<file path="src/rtl/seq_mult_pkg.sv">
`default_nettype none
// ============================================================================
// Module      : seq_mult_pkg
// Description : Shared types and helpers for the radix-2 shift-add
//               sequential multiplier (state encoding, operand magnitude).
// Revision    : 1.0 - initial release
// ============================================================================
package seq_mult_pkg;

    // Default operand width; the product is twice this wide.
    localparam int unsigned DEFAULT_WIDTH = 16;

    // Working width of the magnitude helper. Operands are zero-extended to
    // this width before use, so any WIDTH up to MAG_MAX_W/2 is supported.
    localparam int unsigned MAG_MAX_W = 64;

    // Controller states, explicit 2-bit encoding.
    typedef enum logic [1:0] {
        ST_IDLE = 2'd0,
        ST_ITER = 2'd1,
        ST_FIX  = 2'd2,
        ST_DONE = 2'd3
    } state_e;

    // Two's-complement magnitude of a zero-extended operand. When is_neg is
    // set the value is negated over the full working width; the low WIDTH
    // bits of the result are then the operand's magnitude. The most negative
    // operand maps to 2^(WIDTH-1), which still fits in WIDTH unsigned bits.
    function automatic logic [MAG_MAX_W-1:0] magnitude(
        input logic [MAG_MAX_W-1:0] value,
        input logic                 is_neg
    );
        magnitude = is_neg ? ((~value) + 64'd1) : value;
    endfunction

endpackage : seq_mult_pkg
`default_nettype wire

</file>
<file path="src/rtl/seq_mult_datapath.sv">
`default_nettype none
// ============================================================================
// Module      : seq_mult_datapath
// Description : Shift-add datapath: multiplicand/multiplier shift registers,
//               accumulator and sign-fix negation, driven by load/step
//               strobes from the controller.
// Revision    : 1.0 - initial release
// ============================================================================
module seq_mult_datapath
    import seq_mult_pkg::*;
#(
    parameter int WIDTH = DEFAULT_WIDTH
) (
    input  logic                 clk,
    input  logic                 rst,
    input  logic                 i_load,
    input  logic                 i_step,
    input  logic                 i_signed_mode,
    input  logic [WIDTH-1:0]     i_multiplicand,
    input  logic [WIDTH-1:0]     i_multiplier,
    output logic                 o_mplr_zero,
    output logic [2*WIDTH-1:0]   o_result
);

    localparam int PW = 2 * WIDTH;

    logic [PW-1:0]        mcand_q, mcand_d;
    logic [WIDTH-1:0]     mplr_q,  mplr_d;
    logic [PW-1:0]        acc_q,   acc_d;
    logic                 neg_q,   neg_d;

    logic [MAG_MAX_W-1:0]       mag_a_full, mag_b_full;
    logic [MAG_MAX_W-WIDTH-1:0] mag_a_unused, mag_b_unused;
    logic [WIDTH-1:0]           mag_a, mag_b;

    // Operand magnitudes; raw values pass through in unsigned mode.
    always_comb begin
        mag_a_full = magnitude(MAG_MAX_W'(i_multiplicand),
                               i_signed_mode & i_multiplicand[WIDTH-1]);
        mag_b_full = magnitude(MAG_MAX_W'(i_multiplier),
                               i_signed_mode & i_multiplier[WIDTH-1]);
        {mag_a_unused, mag_a} = mag_a_full;
        {mag_b_unused, mag_b} = mag_b_full;
    end

    // Next-state of the shift registers and accumulator.
    always_comb begin
        mcand_d = mcand_q;
        mplr_d  = mplr_q;
        acc_d   = acc_q;
        neg_d   = neg_q;
        if (i_load) begin
            mcand_d = PW'(mag_a);
            mplr_d  = mag_b;
            acc_d   = '0;
            neg_d   = i_signed_mode & (i_multiplicand[WIDTH-1] ^ i_multiplier[WIDTH-1]);
        end else if (i_step) begin
            acc_d   = acc_q + (mplr_q[0] ? mcand_q : '0);
            mcand_d = mcand_q << 1;
            mplr_d  = mplr_q >> 1;
        end
    end

    // Datapath registers with synchronous reset.
    always_ff @(posedge clk) begin
        if (rst) begin
            mcand_q <= '0;
            mplr_q  <= '0;
            acc_q   <= '0;
            neg_q   <= 1'b0;
        end else begin
            mcand_q <= mcand_d;
            mplr_q  <= mplr_d;
            acc_q   <= acc_d;
            neg_q   <= neg_d;
        end
    end

    // Flags that the multiplier will be exhausted after this step's shift,
    // so the controller can terminate early.
    assign o_mplr_zero = (mplr_q[WIDTH-1:1] == '0);

    // Sign-corrected accumulator, modulo 2^(2*WIDTH).
    assign o_result = neg_q ? ((~acc_q) + PW'(1)) : acc_q;

endmodule : seq_mult_datapath
`default_nettype wire

</file>
<file path="src/rtl/seq_mult_unit.sv">
`default_nettype none
// ============================================================================
// Module      : seq_mult_unit
// Description : Radix-2 shift-add sequential multiplier with signed/unsigned
//               mode, start/ready/busy/done handshake and optional early
//               termination. Holds the product until the next operation.
// Revision    : 1.0 - initial release
// ============================================================================
module seq_mult_unit
    import seq_mult_pkg::*;
#(
    parameter int WIDTH      = DEFAULT_WIDTH,
    parameter int EARLY_TERM = 1
) (
    input  logic                 clk,
    input  logic                 reset,
    input  logic                 start,
    input  logic                 signed_mode,
    input  logic [WIDTH-1:0]     multiplicand,
    input  logic [WIDTH-1:0]     multiplier,
    output logic                 ready,
    output logic                 busy,
    output logic                 done,
    output logic [2*WIDTH-1:0]   product
);

    // Iteration counter width is derived from WIDTH and never overridden.
    localparam int              CNT_W    = $clog2(WIDTH + 1);
    localparam logic [CNT_W-1:0] LAST_CNT = CNT_W'(WIDTH - 1);
    localparam logic            EARLY_EN = (EARLY_TERM != 0);

    state_e               state_q,   state_d;
    logic [CNT_W-1:0]     count_q,   count_d;
    logic [2*WIDTH-1:0]   product_q, product_d;
    logic                 ready_q,   ready_d;
    logic                 busy_q,    busy_d;
    logic                 done_q,    done_d;

    logic                 load;
    logic                 step;
    logic                 mplr_zero;
    logic [2*WIDTH-1:0]   result;

    seq_mult_datapath #(
        .WIDTH (WIDTH)
    ) u_datapath (
        .clk            (clk),
        .rst            (reset),
        .i_load         (load),
        .i_step         (step),
        .i_signed_mode  (signed_mode),
        .i_multiplicand (multiplicand),
        .i_multiplier   (multiplier),
        .o_mplr_zero    (mplr_zero),
        .o_result       (result)
    );

    // Controller next-state, datapath strobes and next handshake outputs.
    always_comb begin
        state_d   = state_q;
        count_d   = count_q;
        product_d = product_q;
        load      = 1'b0;
        step      = 1'b0;
        case (state_q)
            ST_IDLE: begin
                if (start) begin
                    load    = 1'b1;
                    count_d = '0;
                    state_d = ST_ITER;
                end
            end
            ST_ITER: begin
                step    = 1'b1;
                count_d = count_q + CNT_W'(1);
                if ((count_q == LAST_CNT) || (EARLY_EN && mplr_zero)) begin
                    state_d = ST_FIX;
                end
            end
            ST_FIX: begin
                product_d = result;
                state_d   = ST_DONE;
            end
            ST_DONE: begin
                state_d = ST_IDLE;
            end
            default: begin
                state_d = ST_IDLE;
            end
        endcase
        // Outputs are registered, so they are decoded from the next state.
        ready_d = (state_d == ST_IDLE);
        busy_d  = (state_d != ST_IDLE);
        done_d  = (state_d == ST_DONE);
    end

    // Controller registers; reset takes priority over a coincident start.
    always_ff @(posedge clk) begin
        if (reset) begin
            state_q   <= ST_IDLE;
            count_q   <= '0;
            product_q <= '0;
            ready_q   <= 1'b1;
            busy_q    <= 1'b0;
            done_q    <= 1'b0;
        end else begin
            state_q   <= state_d;
            count_q   <= count_d;
            product_q <= product_d;
            ready_q   <= ready_d;
            busy_q    <= busy_d;
            done_q    <= done_d;
        end
    end

    assign ready   = ready_q;
    assign busy    = busy_q;
    assign done    = done_q;
    assign product = product_q;

endmodule : seq_mult_unit
`default_nettype wire

</file>
<file path="config.mk">
export PLATFORM = sky130hd
export DESIGN_NAME = seq_mult_unit
export DESIGN_NICKNAME = d
export VERILOG_FILES = /design/src/rtl/seq_mult_pkg.sv /design/src/rtl/seq_mult_datapath.sv /design/src/rtl/seq_mult_unit.sv
export SDC_FILE = /design/constraint.sdc
export NUM_CORES = 1
export LEC_CHECK = 0
export BUFFER_PORTS_ARGS = -buffer_cell sky130_fd_sc_hd__buf_4
export CAP_MARGIN = 20
export CORE_UTILIZATION = 50
export DETAILED_ROUTE_END_ITERATION = 10
export PLACE_DENSITY = 0.73
export SLEW_MARGIN = 20
export SYNTH_ARGS = -nofsm -noshare
export SYNTH_HDL_FRONTEND = slang
export SYNTH_SLANG_ARGS = --single-unit
</file>
<file path="constraint.sdc">
create_clock -name clk -period 3.4 [get_ports clk]
set_input_delay 0.17 -clock clk [delete_from_list [all_inputs] [get_ports clk]]
set_output_delay 0.17 -clock clk [all_outputs]
set_load 0.05 [all_outputs]
</file>
==> results.md, run 1 <==
- Die X: 122.3 um
- Worst R2R Start: u_datapath.acc_q[0]
- Clock Path Buffers: 2
- Final hold violation count: 0
- Reg area: 2465 um^2
- First-pass GRT wire length: 26.83 mm
- Max IR drop VDD: 0.0003981 V
- Worst Path Max Fanout: 5
- Detailed Routing Iterations Pass 1: 5
- IO buf count: 70
- Critical Path Start Type: flop
- Root buffer cell: clkbuf_16
- Initial core utilization: 0.5173
- Worst path required time: 3.74 ns
- Syn avg cell area: 7.865 um^2
- Setup Buffers After CTS: 0
- Iter 0 DRT Violations: 358
- Fillers: 1324
- Finish-stage setup viols: 0
- Area Overhead vs Synth: 17.81%
- Worst-path clk slew: 0.05 ns
- Gr usage total: 0.2263
- Hold_sp: multiplier[1]
- Post-synth EDFFs: 0
- Routed via count: 6468
- I/O pins: 71
- Max-cap violations: 0
- Worst reg2reg setup slack: 0.15 ns
- #FFs+latches synth: 123
- Crit Path Category: reg2reg
- Commonest cells post-synth: 135 x nand2_1, 123 x dfxtp_1, 108 x a21oi_1, 84 x nor2_1, 56 x xor2_1
- Minimum clock period after layout: 3.253 ns
- Core Area: 13990 um^2
- Routed Antenna Nets: 0
- Cells after Synth: 920
- Dpl hpwl: 11.69 mm
- Fin util: 0.6094
- Internal power: 3.101 mW
- Sw Ratio: 0.3054
- Post-synthesis sequential area ratio: 0.3403
- Die span in y: 122.3 um
- Pin count of the biggest net entering global routing: 76
- Cell variety after synth: 54
- DRC errors left: 0
- Synth top area cells: dfxtp_1 34%, a21oi_1 7.5%, nand2_1 7.0%, xor2_1 6.8%, ha_1 6.2%
- Share of post-route cells with drive strength above 1: 0.1395
- Worst Hold Class: in2reg
- Asr flop ratio synth: 0
- Clk Latency, worst-skew pair: 0.42 ns
- Clk_skew: 0.01044 ns
- Run status: finished clean
- Worst-margin pin slew: 0.9108 ns
- Yosys top cell area share: 0.3403
- Max-slew violations: 0
- CP startpoint: u_datapath.acc_q[0]
- Crit. End Element: flop
- Tcrit/Tclk final: 0.9567
- Sum Neg Setup Slack: 0 ns
- Slew margin rel.: 0.3928
- Power density cells: 523.8 nW/um^2
- CTS tree: yes
- Synth area leader: dfxtp_1
- GP Congestion: 0.8923
- Logic pwr share: 0.225
- ANT cells: 0
- H-tree depth: 4
- Total CTS buffers: 17
- Most common flop cell mapped by yosys: dfxtp_1
- Drt wl/cell: 13.88 um
- Initial antenna violation count: 0
- Clock Power Share: 0.404
- Multi-input logic area: 4542 um^2
- Sw Pwr: 1.364 mW
- Vias per cell: 5.566
- Register share of total power: 0.371
- Overflow after GRT: 0
- Synthesized cell area: 7236 um^2
- Final wirelength: 16.13 mm
- Vias in the first global route: 5715
- Cell row count: 43
- RSZ-0062 raised after global routing: no
- # nets final: 1042
- Synth warn: 0
- LEAKAGE: 3.448 nW
- Clk sinks: 123
- Most frequent cell after synthesis: nand2_1
- Syn_nets: 993
- Fmax: 307.4 MHz
- Crit path DAT: 3.59 ns
- Die area: 14960 um^2
## routing by layer
| metal | GRT usage | routed length (um) | part of all wire | vias up |
|---|---|---|---|---|
| met1 | 0.3066 | 7875 | 0.49 | 2913 |
| met5 | 0 | 0 | 0 | - |
| met2 | 0.3480 | 7090 | 0.44 | 158 |
| met3 | 0.05483 | 952 | 0.059 | 17 |
| met4 | 0.08155 | 211 | 0.013 | 0 |
| li1 | - | - | - | 3380 |
## per-stage QoR
step / setup WS [ns] / cells / power, mW / hold WS [ns] / instance area [um^2]
final: 0.1471 / 1162 / 4.465 / 0.02891 / 8524
after global routing: 0.004209 / 1162 / 4.668 / 0.05322 / 8524
after CTS: 0.1286 / 1162 / 4.489 / 0.01750 / 8517
after detailed placement: 0.1839 / 1130 / 2.686 / 0.4503 / 7916
after global placement: 0.2315 / 1130 / 2.673 / 0.4441 / 7916
after floorplan: 0.2152 / 920 / 2.397 / 0.3199 / 7236
## cell families after synthesis
| group | synth area share |
|---|---|
| muxes | 0.004323 |
| AOI/OAI and AO/OA | 0.2404 |
| adders and majority gates | 0.06502 |
| xor gates and xnor gates | 0.1005 |
| DFF | 0.3403 |
| and+or+nand+nor | 0.2137 |
| buffers and inverters | 0.03579 |
## path summary, 6_finish.rpt
| kind | depth (start not counted) | to |
|---|---|---|
| min | 3 | u_datapath.mplr_q[1] |
| max reg2reg | 10 | product[28] |
| min reg2reg | 2 | product[0] |
| max | 10 | product[28] |
## worst max-delay path: stages, from the launching register on
cell      delay [ns]
dfxtp_1         0.36
inv_1           0.09
ha_1            0.16
nand2_1         0.08
or4_1           0.47
or3_4           0.41
or3_4           0.38
or3_4           0.41
o41ai_1         0.43
xor2_1          0.14
a211oi_1        0.23
## layout by cell type (no fill, tap or decap), drive strengths merged, types with 2 or more instances in the layout
master / count
a211oi: 38
dfxtp: 123
or2: 2
clkbuf: 25
o21ai: 38
o211ai: 5
nand2b: 4
xor2: 56
and2: 34
a2111oi: 3
o21a: 3
a221o: 2
buf: 82
nor2: 85
a41oi: 3
a21o: 9
nor2b: 3
a21oi: 108
nor4: 7
nor3: 7
inv: 17
a31oi: 9
nand2: 135
clkinv: 5
or3: 12
or4: 6
nor3b: 2
mux2i: 2
nand3: 18
ha: 36
and3: 6
o21bai: 2
o41ai: 7
o31ai: 12
bufinv: 2
nand4: 7
xnor2: 27
a22oi: 28
## power groups by stage
stage / Sequential (mW) / Clock (mW) / Combinational, mW
4_1_cts: 1.65 / 1.83 / 1.01
2_1_floorplan: 1.78 / 0 / 0.618
6_report: 1.65 / 1.81 / 1.01
3_3_place_gp: 1.68 / 0 / 0.994
3_5_place_dp: 1.68 / 0 / 1.00
5_1_grt: 1.67 / 1.89 / 1.10
## cell type report
type / count / area share
multi-input cells: 728 / 0.5328
flip-flops and latches: 123 / 0.2892
repair buffers: 82 / 0.07368
clock buffers: 25 / 0.06047
well taps: 180 / 0.02642
clock inverters: 7 / 0.009981
inverters: 17 / 0.007486
## timing repair
action | in CTS | in global routing
endpoints found under the setup margin | 0 | 3
hold buffers | 0 | 0
resized for setup | 0 | 3
## sequential cells by signal, summed over array words and instances (netlist names)
| register | cells |
|---|---|
| state_q | 2 |
| count_q | 5 |
| u_datapath.mcand_q | 32 |
| done | 1 |
| product | 32 |
| u_datapath.mplr_q | 16 |
| u_datapath.acc_q | 32 |
| u_datapath.neg_q | 1 |
| busy | 1 |
| ready | 1 |
Power figures use the tool's default switching activity.
==> run 2: changes to the inputs <==
--- a/config.mk
+++ b/config.mk
@@ -7,9 +7,12 @@
 export LEC_CHECK = 0
 export BUFFER_PORTS_ARGS = -buffer_cell sky130_fd_sc_hd__buf_4
 export CAP_MARGIN = 20
-export CORE_UTILIZATION = 50
+export CELL_PAD_IN_SITES_DETAIL_PLACEMENT = 0
+export CELL_PAD_IN_SITES_GLOBAL_PLACEMENT = 1
+export CORE_UTILIZATION = 40
 export DETAILED_ROUTE_END_ITERATION = 10
-export PLACE_DENSITY = 0.73
+export PLACE_DENSITY = 0.77
+export REMOVE_ABC_BUFFERS = 1
 export SLEW_MARGIN = 20
 export SYNTH_ARGS = -nofsm -noshare
 export SYNTH_HDL_FRONTEND = slang
==> results.md, run 2 (synthesis gave the netlist of run 1 again) <==
- Critical Path Start Type: flop
- Clk Latency, worst-skew pair: 0.42 ns
- Overflow after GRT: 0
- IO buf count: 70
- Core Area: 17480 um^2
- Clk_skew: 0.006507 ns
- H-tree depth: 4
- Gr usage total: 0.2011
- Clock Path Buffers: 2
- # nets final: 1050
- Routed Antenna Nets: 0
- I/O pins: 71
- Routed via count: 6432
- Placed cells: 1183
- CTS tree: yes
- Initial core utilization: 0.4140
- Slew margin rel.: 0.5267
- Clk sinks: 123
- Crit-path slowest cell: fa_1
- Die area: 18630 um^2
- Final non-filler cell total: 1214
- Worst path required time: 3.75 ns
- DRC errors left: 0
- Detailed Routing Iterations Pass 1: 6
- Vias in the first global route: 5825
- Final worst-path setup slack: 0.2176 ns
- Max IR drop VDD: 0.0003282 V
- Share of post-route cells with drive strength above 1: 0.1446
- Fin Hold WS: 0.03574 ns
- Die X: 136.5 um
- Dpl hpwl: 12.63 mm
- Crit-path cells: and2_1 > ha_1 > fa_1 > a21oi_1 > o211ai_1 > o211ai_1 > nand3_1 > o22a_1 > a21o_1 > a221o_1 > xor2_1 > nand2_1 > a21oi_1
- Worst Hold Class: in2reg
- Total CTS buffers: 17
- LEAKAGE: 3.484 nW
- Worst-path clk slew: 0.05 ns
- Tcrit/Tclk final: 0.9360
- Run status: finished clean
- Power density cells: 525.5 nW/um^2
- DP Worst Slack: 0.1416 ns
- Fmax: 314.2 MHz
- Commonest non-fill, non-tap cell in the layout: nand2_1
- First-pass GRT wire length: 29.47 mm
- Minimum clock period after layout: 3.182 ns
- Crit path DAT: 3.53 ns
- Setup Buffers After CTS: 0
- Final hold violation count: 0
- Die span in y: 136.5 um
- GP Congestion: 0.8688
- Vias per cell: 5.298
- Initial antenna violation count: 0
- Worst Path Max Fanout: 4
- Total power: 4.544 mW
- Most frequent cells in the layout: 135 x nand2_1, 121 x dfxtp_1, 108 x a21oi_1, 88 x buf_4, 83 x nor2_1
- Crit. End Element: flop
- Slowest stage delay, CP: 0.42 ns
- Root buffer cell: clkbuf_16
- Max-slew violations: 0
- Crit Path Category: reg2reg
- Iter 0 DRT Violations: 370
- RSZ-0062 raised after global routing: no
- Area Overhead vs Synth: 19.52%
- ANT cells: 0
- Final wirelength: 17.48 mm
- Finish-stage setup viols: 0
- Max-cap violations: 0
- Drt wl/cell: 14.40 um
- Pin count of the biggest net entering global routing: 58
- Cell row count: 48
- Worst-margin pin slew: 0.7100 ns
[run 2: worst max-delay path, delay by kind of cell (launching register included)]
family / cells / cell delay, ns
AO/OA/AOI/OAI: 7 / 1.61
adder cells (fa/ha/maj): 2 / 0.63
AND/OR/NAND/NOR: 3 / 0.40
flip-flops: 1 / 0.34
XOR/XNOR: 1 / 0.14
[run 2: metrics by stage]
step                      utilization  setup TNS, ns  cell area (um^2)
after floorplan                     -         -83.05              7041
after global placement         0.4596              0              8033
after detailed placement       0.4596              0              8033
after CTS                      0.4942              0              8637
after global routing           0.4948              0              8648
final                          0.4948              0              8648
[run 2: power by group]
part	switching (mW)	leakage (nW)	total [mW]	internal (mW)
sequential	0.100	0.999	1.66	1.56
clock	0.627	0.296	1.85	1.22
combinational	0.668	2.19	1.04	0.371
total	1.40	3.48	4.54	3.15
[run 2: worst paths after layout]
check / startpoint / to / slack, ns / cells after the start
min: multiplier[1] / u_datapath.mplr_q[1] / 0.04 / 3
max reg2reg: u_datapath.mcand_q[0] / u_datapath.acc_q[28] / 0.22 / 13
min reg2reg: u_datapath.mcand_q[31] / u_datapath.mcand_q[31] / 0.46 / 2
max: u_datapath.mcand_q[0] / u_datapath.acc_q[28] / 0.22 / 13
[run 2: what timing repair did]
item / CTS / global route
resized for setup: 0 / 3
hold buffers: 0 / 0
setup endpoints to repair: 0 / 2
[run 2: layout make-up]
class	instances	area, um^2
tap	225	281.5
clock inverter	7	112.6
timing repair buffer	90	691.9
fill	1718	8828
clock buffer	24	491.7
multi-input combinational	728	4542
inverter	17	63.81
sequential	123	2465
[run 2: routing by layer]
metal,part of all wire,up-vias,global-route usage,wire (um)
met4,0.013,0,0.06914,231
met3,0.038,17,0.03370,660
met1,0.54,2883,0.2941,9367
met5,0,-,0,0
li1,-,3397,-,-
met2,0.41,135,0.2947,7216
==> run 3: changes to the inputs <==
--- a/config.mk
+++ b/config.mk
@@ -9,9 +9,9 @@
 export CAP_MARGIN = 20
 export CELL_PAD_IN_SITES_DETAIL_PLACEMENT = 0
 export CELL_PAD_IN_SITES_GLOBAL_PLACEMENT = 1
-export CORE_UTILIZATION = 40
+export CORE_UTILIZATION = 45
 export DETAILED_ROUTE_END_ITERATION = 10
-export PLACE_DENSITY = 0.77
+export PLACE_DENSITY = 0.82
 export REMOVE_ABC_BUFFERS = 1
 export SLEW_MARGIN = 20
 export SYNTH_ARGS = -nofsm -noshare
==> constraint.sdc (replaced) <==
create_clock -name clk -period 3.2 [get_ports clk]
set_input_delay 0.16 -clock clk [delete_from_list [all_inputs] [get_ports clk]]
set_output_delay 0.16 -clock clk [all_outputs]
set_load 0.05 [all_outputs]
==> results.md, run 3 (synthesis gave the netlist of run 1 again) <==
- Routed Antenna Nets: 0
- Die span in y: 128.8 um
- Critical Path Start Type: flop
- Clk_skew: 0.008232 ns
- Share of post-route cells with drive strength above 1: 0.1726
- Crit-path cells: nor2_4 > nand3_1 > or4_4 > or3_4 > or3_4 > or3_4 > or3_4 > o31ai_4 > xor2_1 > a211oi_2
- Gr usage total: 0.2157
- Max-slew violations: 0
- Dpl hpwl: 12.36 mm
- Most frequent cells in the layout: 135 x nand2_1, 120 x dfxtp_1, 106 x buf_4, 105 x a21oi_1, 83 x nor2_1
- Total power: 4.771 mW
- GP Congestion: 0.8656
- Initial core utilization: 0.4690
- Run status: finished clean
- Overflow after GRT: 0
- Final instance area: 8827 um^2
- Vias in the first global route: 5890
- Logic pwr share: 0.241
- Register share of total power: 0.369
- Initial antenna violation count: 0
- Final wirelength: 17.00 mm
- Cell row count: 45
- Power density cells: 540.5 nW/um^2
- CTS tree: yes
- Clock Power Share: 0.390
- Finish-stage setup viols: 0
- Worst Path Max Fanout: 4
- Sw Pwr: 1.542 mW
- Commonest non-fill, non-tap cell in the layout: nand2_1
- RSZ-0062 raised after global routing: yes
- Fin util: 0.5722
- DP Worst Slack: 0.01202 ns
- Hold path depth: 3
- Minimum clock period after layout: 3.094 ns
- Core Area: 15430 um^2
- Worst-margin pin slew: 1.125 ns
- Worst-path clk slew: 0.06 ns
- Clk sinks: 123
- Fin Hold WS: 0.03036 ns
- Fmax: 323.3 MHz
- IO buf count: 70
- Routed via count: 6493
- I/O pins: 71
- Slowest stage delay, CP: 0.46 ns
- Internal power: 3.229 mW
- Die area: 16590 um^2
- Drt wl/cell: 13.95 um
- Final hold violation count: 0
- Max-cap violations: 0
- Clk Latency, worst-skew pair: 0.42 ns
- Area Overhead vs Synth: 22.00%
- Worst path required time: 3.48 ns
- Crit Path Category: reg2reg
- Final non-filler cell total: 1219
- Die X: 128.8 um
- Top cell by count, worst path: or3_4
- Hold-fix buffers, CTS: 0
- Vias per cell: 5.326
- Crit. End Element: flop
- Crit path DAT: 3.38 ns
- First-pass GRT wire length: 28.66 mm
- Placed cell areas: 8135 um^2
- Worst Hold Class: in2reg
- Tcrit/Tclk final: 0.9667
- Pin count of the biggest net entering global routing: 50
- LEAKAGE: 3.574 nW
- Crit-path slowest cell: or4_4
- Total CTS buffers: 17
- ANT cells: 0
- R2r worst-path depth: 10
- Root buffer cell: clkbuf_16
- Sw Ratio: 0.3232
- Slew margin rel.: 0.2491
- DRC errors left: 0
- # nets final: 1068
- H-tree depth: 4
- Iter 0 DRT Violations: 329
- Placed cells: 1185
- Clock Path Buffers: 2
- Final worst-path setup slack: 0.1065 ns
- Detailed Routing Iterations Pass 1: 5
- Max IR drop VDD: 0.0003865 V
- Sum Neg Setup Slack: 0 ns
## run 3: cell count changes in the layout (fill, tap and decap cells not counted), moves of 3 or more
| cell | delta |
|---|---|
| a21oi_1 | -3 |
| buf_4 | +18 |
| clkbuf_8 | -4 |
| a21oi_2 | +3 |
| clkinv_4 | +4 |
## run 3: layout make-up
| type | count | area (um^2) |
|---|---|---|
| repair buffers | 108 | 830.8 |
| flip-flops and latches | 123 | 2469 |
| clock buffers | 18 | 429.2 |
| clock inverters | 14 | 147.6 |
| multi-input cells | 728 | 4623 |
| fillers | 1478 | 6600 |
| inverters | 17 | 63.81 |
| well taps | 211 | 264.0 |
## run 3: power by group through the flow
stage / registers (mW) / logic, mW / clock network, mW
finish: 1.76 / 1.15 / 1.86
global route: 1.77 / 1.27 / 1.98
CTS: 1.75 / 1.14 / 1.90
detailed placement: 1.79 / 1.13 / 0
global placement: 1.78 / 1.13 / 0
floorplan: 1.90 / 0.596 / 0
## run 3: worst paths after layout
check                                            start                      to  slack (ns)
worst min-delay path                   multiplicand[0]   u_datapath.mcand_q[0]        0.03
worst max register to register     u_datapath.acc_q[3]             product[29]        0.11
worst min register to register  u_datapath.mcand_q[31]  u_datapath.mcand_q[31]        0.45
worst max-delay path               u_datapath.acc_q[3]             product[29]        0.11
## run 3: repair_timing
action	CTS	global route
endpoints found under the setup margin	1	12
buffers inserted	0	2
resized for setup	1	21
pin swaps	0	10
## run 3: critical path: cells and delay by family (launching register included)
kind             cells  cell delay, ns
AND/OR/NAND/NOR      7            2.12
AO/OA/AOI/OAI        2            0.28
flip-flops           1            0.35
XOR/XNOR             1            0.20
## run 3: routing by layer
layer  part of all wire  vias up  GRT usage
li1                   -     3435          -
met1               0.50     2915     0.2911
met2               0.45      123     0.3472
met3              0.033       20    0.03493
met4              0.018        0    0.07751
met5                  0        -          0
